### config.mk
export PLATFORM = sky130hd
export DESIGN_NAME = mem_stage
export DESIGN_NICKNAME = d
export VERILOG_FILES = /design/src/rtl/mem_stage.sv
export SDC_FILE = /design/constraint.sdc
export NUM_CORES = 1
export LEC_CHECK = 0
export CELL_PAD_IN_SITES_DETAIL_PLACEMENT = 0
export CELL_PAD_IN_SITES_GLOBAL_PLACEMENT = 1
export CORE_UTILIZATION = 26
export DETAILED_ROUTE_END_ITERATION = 8
export PLACE_DENSITY_LB_ADDON = 0.1
export SYNTH_ARGS = -nofsm -noshare
export SYNTH_HDL_FRONTEND = slang
export SYNTH_SLANG_ARGS = --single-unit
### constraint.sdc
create_clock -name clk -period 6.88 [get_ports clk]
set_input_delay 1.72 -clock clk [delete_from_list [all_inputs] [get_ports clk]]
set_output_delay 1.72 -clock clk [all_outputs]
set_load 0.05 [all_outputs]
### src/rtl/mem_stage.sv
// Pipeline MEM stage: decodes loads/stores, drives a request/ack data-memory port and extends load data.
// Define MEM_MISALIGN_CHECK_EN to block misaligned half/word accesses and flag them on mem_addr_err.
module mem_stage (
    input  logic        clk,
    input  logic        rst,
    input  logic [31:0] mem_alu_result,
    input  logic [2:0]  mem_mem_op,
    input  logic [1:0]  mem_st_size,
    input  logic [31:0] mem_wdata,
    output logic [31:0] mem_mem_data,
    output logic        mem_stall,
    output logic        mem_addr_err,
    output logic        dmem_req,
    output logic        dmem_we,
    output logic [31:0] dmem_addr,
    output logic [3:0]  dmem_be,
    output logic [31:0] dmem_wdata,
    input  logic [31:0] dmem_rdata,
    input  logic        dmem_ack
);

    typedef enum logic [1:0] {
        ST_IDLE,
        ST_BUSY,
        ST_DONE
    } state_t;

    typedef enum logic [2:0] {
        OP_NONE  = 3'd0,
        OP_LB    = 3'd1,
        OP_LBU   = 3'd2,
        OP_LH    = 3'd3,
        OP_LHU   = 3'd4,
        OP_LW    = 3'd5,
        OP_STORE = 3'd6,
        OP_RSVD  = 3'd7
    } mem_op_t;

    typedef enum logic [1:0] {
        SZ_BYTE = 2'd0,
        SZ_HALF = 2'd1,
        SZ_WORD = 2'd2,
        SZ_NONE = 2'd3
    } st_size_t;

    state_t      state;
    state_t      state_next;
    mem_op_t     op;
    st_size_t    st_size;
    logic        is_load;
    logic        is_store;
    logic        load_signed;
    logic        acc_byte;
    logic        acc_half;
    logic        acc_word;
    logic        misaligned;
    logic        access;
    logic        capture_en;
    logic [31:0] load_value;
    logic [31:0] capture_q;

    assign op      = mem_op_t'(mem_mem_op);
    assign st_size = st_size_t'(mem_st_size);

    // NOTE: every signal written in an always_comb gets a default first, so no path can infer a latch.
    always_comb begin
        is_load     = 1'b0;
        is_store    = 1'b0;
        load_signed = 1'b0;
        acc_byte    = 1'b0;
        acc_half    = 1'b0;
        acc_word    = 1'b0;
        case (op)
            OP_LB:  begin is_load = 1'b1; acc_byte = 1'b1; load_signed = 1'b1; end
            OP_LBU: begin is_load = 1'b1; acc_byte = 1'b1; end
            OP_LH:  begin is_load = 1'b1; acc_half = 1'b1; load_signed = 1'b1; end
            OP_LHU: begin is_load = 1'b1; acc_half = 1'b1; end
            OP_LW:  begin is_load = 1'b1; acc_word = 1'b1; end
            OP_STORE: begin
                case (st_size)
                    SZ_BYTE: begin is_store = 1'b1; acc_byte = 1'b1; end
                    SZ_HALF: begin is_store = 1'b1; acc_half = 1'b1; end
                    SZ_WORD: begin is_store = 1'b1; acc_word = 1'b1; end
                    default: ;
                endcase
            end
            default: ;
        endcase
    end

    assign misaligned = (acc_half && mem_alu_result[0]) ||
                        (acc_word && (mem_alu_result[1:0] != 2'b00));

`ifdef MEM_MISALIGN_CHECK_EN
    // A misaligned access never leaves IDLE, so the flag only means something there.
    assign access       = (is_load || is_store) && !misaligned && !rst;
    assign mem_addr_err = misaligned && (state == ST_IDLE) && !rst;
`else
    // Offending low bits are simply ignored: halves pick a lane by addr[1], words use lane 0.
    assign access       = (is_load || is_store) && !rst;
    assign mem_addr_err = 1'b0;
`endif

    always_comb begin
        state_next = state;
        dmem_req   = 1'b0;
        mem_stall  = 1'b0;
        capture_en = 1'b0;
        case (state)
            ST_IDLE: begin
                if (access) begin
                    dmem_req  = 1'b1;
                    mem_stall = 1'b1;
                    if (dmem_ack) begin
                        capture_en = 1'b1;
                        state_next = ST_DONE;
                    end else begin
                        state_next = ST_BUSY;
                    end
                end
            end
            ST_BUSY: begin
                // Reset abandons the outstanding request in the same cycle it is asserted.
                if (!rst) begin
                    dmem_req  = 1'b1;
                    mem_stall = 1'b1;
                    if (dmem_ack) begin
                        capture_en = 1'b1;
                        state_next = ST_DONE;
                    end
                end
            end
            ST_DONE:  state_next = ST_IDLE;
            default:  state_next = ST_IDLE;
        endcase
    end

    assign dmem_addr = {mem_alu_result[31:2], 2'b00};
    assign dmem_we   = dmem_req && is_store;

    always_comb begin
        dmem_be    = 4'b0000;
        dmem_wdata = mem_wdata;
        if (dmem_req) begin
            if (is_load || acc_word) begin
                dmem_be = 4'b1111;
            end else if (acc_half) begin
                dmem_be = mem_alu_result[1] ? 4'b1100 : 4'b0011;
            end else begin
                dmem_be = 4'b0001 << mem_alu_result[1:0];
            end
        end
        if (acc_byte) begin
            dmem_wdata = {4{mem_wdata[7:0]}};
        end else if (acc_half) begin
            dmem_wdata = {2{mem_wdata[15:0]}};
        end
    end

    // Lane selection and extension of the returned word.
    always_comb begin
        logic [7:0]  lane_byte;
        logic [15:0] lane_half;
        lane_byte  = 8'h00;
        lane_half  = mem_alu_result[1] ? dmem_rdata[31:16] : dmem_rdata[15:0];
        load_value = dmem_rdata;
        case (mem_alu_result[1:0])
            2'd0:    lane_byte = dmem_rdata[7:0];
            2'd1:    lane_byte = dmem_rdata[15:8];
            2'd2:    lane_byte = dmem_rdata[23:16];
            default: lane_byte = dmem_rdata[31:24];
        endcase
        if (acc_byte) begin
            load_value = {{24{load_signed && lane_byte[7]}}, lane_byte};
        end else if (acc_half) begin
            load_value = {{16{load_signed && lane_half[15]}}, lane_half};
        end
    end

    // NOTE: sequential state uses non-blocking assignments so every register samples pre-edge values.
    always_ff @(posedge clk) begin
        if (rst) begin
            state     <= ST_IDLE;
            capture_q <= 32'h0;
        end else begin
            state <= state_next;
            if (capture_en) begin
                capture_q <= is_store ? 32'h0 : load_value;
            end
        end
    end

    assign mem_mem_data = (state == ST_DONE) ? capture_q : 32'h0;

endmodule

==> flow_summary.ini <==
[worst_setup_path]
crit_top_cell = clkdlybuf4s50_1
worstSetupStartpointType = input pin
crit_chain = clkdlybuf4s50_1 -> nor3b_1 -> a31o_2 -> nand2_1 -> o21ai_0 -> clkdlybuf4s50_1
cp_top_family = buffers and inverters
end_kind = output port
worstPathArrival_ns = 4.52
required_ns = 5.16
cp_num_buf_inv = 2
critical_path.max_fanout = 26
critPathKind = input pin to output port
worst_path_max_delay_cell = clkdlybuf4s50_1
critical_path.max_stage_delay_ns = 0.84

[floorplanning]
dieArea_um2 = 11700
ios = 208
core_area_um2 = 10900
die_h_um = 108
start_util_pct = 26.8
num_rows = 38
die_x_um = 108

[yosys]
synthDistinctLibCells = 49
synth.area.top_cells = dfxtp_1, buf_4, and2_1
ys_seq_area_share_pct = 23.3
synth-seq-cells = 34
synth_edf_count = 0
netlist_instances = 347
async_reset_ff_share_pct = 0
ys_warn_count = 0
synth_top_cell_by_area = dfxtp_1
syn_area_um2 = 2920
syn_avg_cell_area_um2 = 8.42
synth_ff_type = dfxtp_1
synth_top_area_share_pct = 23.3

[final_layout]
final_cell_area_um2 = 4230
drive_gt1_share_pct = 11.8
final_cells = 580
fin_nets = 544
seq_area_um2 = 681
multiInputGateArea_um2 = 1770
final_cell_mix = clkdlybuf4s50_1, and2_1, nor2_1, dfxtp_1, nand2_1
diodes = 0
utilization_pct = 38.8
fill_cells = 1151
final_common_cell = clkdlybuf4s50_1
area_delta_synth_final_pct = 44.8

[route]
drc = 0
via_per_inst = 4.80
drtIter0Drc = 114
drt-total-wl_um = 9980
antenna_left = 0
wire_per_inst_um = 17.2
drtPass1Iterations = 4
via_count = 2785

[clock_tree]
cts_resized = 0
cts_buffers = 5
cts_tree = built
h-tree-depth = 2
clkSinkCount = 34
hold_buffers = 0
clkTransAtPathRegs_ns = 0.07
clockBufferDepth = 2
cts-root-buf = clkbuf_8
post_cts.repair.setup_buffers = 0
clk_latency_ns = 0.29

[timing]
slew_headroom_pct = 23.9
timing.setup.tns_ns = 0
setup_ws_ns = 0.645
fin_crit_ns = 6.24
max_freq_mhz = 160
clock_skew_ns = 0.00519
fin_crit_sh_pct = 90.6
rsz0062_at_grt = false
drv_slew = 0
finalSetupViolations = 0
hold_viol_final = 0
worst_pin_slew_ns = 1.14

[pwr]
p_leak_nw = 1.58
pwr_density_cell_nw_per_um2 = 160
vdd.ir_drop.worst_mv = 0.0873

[status]
outcome = completed

[place]
place_inst = 573
io_buffers = 144
gp_congestion = 0.769
dp_hpwl_um = 7220
dp_slack_ns = 0.652
place_area_um2 = 4150

[global_routing]
grt_overflow_total = 0
antenna_found_initial = 0
grt_usage_pct = 17.1
grt_max_degree = 33
grt_pass1_wl_um = 15100
grt_pass1_vias = 2815

[min_path]
min_path_type = flop to flop

[job]
max-cap-violations = 0
[through the flow]
stage	hold slack, ns	power, W
floorplan	0.424	0.000468
global placement	0.436	0.000536
detailed placement	0.439	0.000537
CTS	0.460	0.000683
global route	0.471	0.000709
finish	0.457	0.000675
[area by class of cell]
cell class | count | share of cell area, %
clock buffer | 7 | 1.80
inverter | 14 | 1.30
multi-input combinational | 236 | 41.7
sequential | 34 | 16.1
tap | 140 | 4.14
timing repair buffer | 149 | 34.9
[state kept, by name, indices dropped and copies added (netlist names)]
signal,flops
capture_q,32
state,2
[kinds of logic after synthesis]
group / Yosys count / share of synthesized area, %
AO/OA/AOI/OAI: 85 / 26.3
buffers and inverters: 79 / 17.2
flip-flops: 34 / 23.3
multiplexers: 24 / 12.0
other: 1 / 0.128
AND/OR/NAND/NOR: 124 / 21.1
[worst paths after layout]
check                        end  slack, ns  depth (start not counted)     startpoint
setup / recovery  dmem_wdata[31]       0.64                          6  mem_mem_op[0]
setup reg to reg   capture_q[16]       5.00                          6       state[0]
hold / removal     capture_q[20]       0.46                          1  capture_q[20]
hold reg to reg    capture_q[20]       0.46                          1  capture_q[20]
[power breakdown]
group          switching, W  leakage (nW)  internal [W]
registers        0.00000902         0.278      0.000213
clock network     0.0000746        0.0383     0.0000698
logic              0.000184          1.26      0.000124
[per-layer routing]
metal	vias to the layer above	wire [um]	GRT usage, %
li1	1357	-	-
met4	0	122	4.60
met5	-	0	0
met1	1290	4100	19.9
met3	13	721	3.56
met2	125	5030	31.3
[cells in the mapped netlist, types with 5 or more instances]
cell type and n:
mux2_2 8, dfxtp_1 34, o2bb2ai_1 20, clkbuf_1 6, inv_1 12, a211o_1 6
a21oi_1 10, buf_4 44, nor2b_1 5, o2bb2ai_2 10, and2_1 40, a221oi_1 8
o21ai_0 13, nor2_1 36, buf_2 12, nand2_1 31, mux2i_1 8, mux4_2 8
No activity file was read; power rests on OpenSTA's default activity.
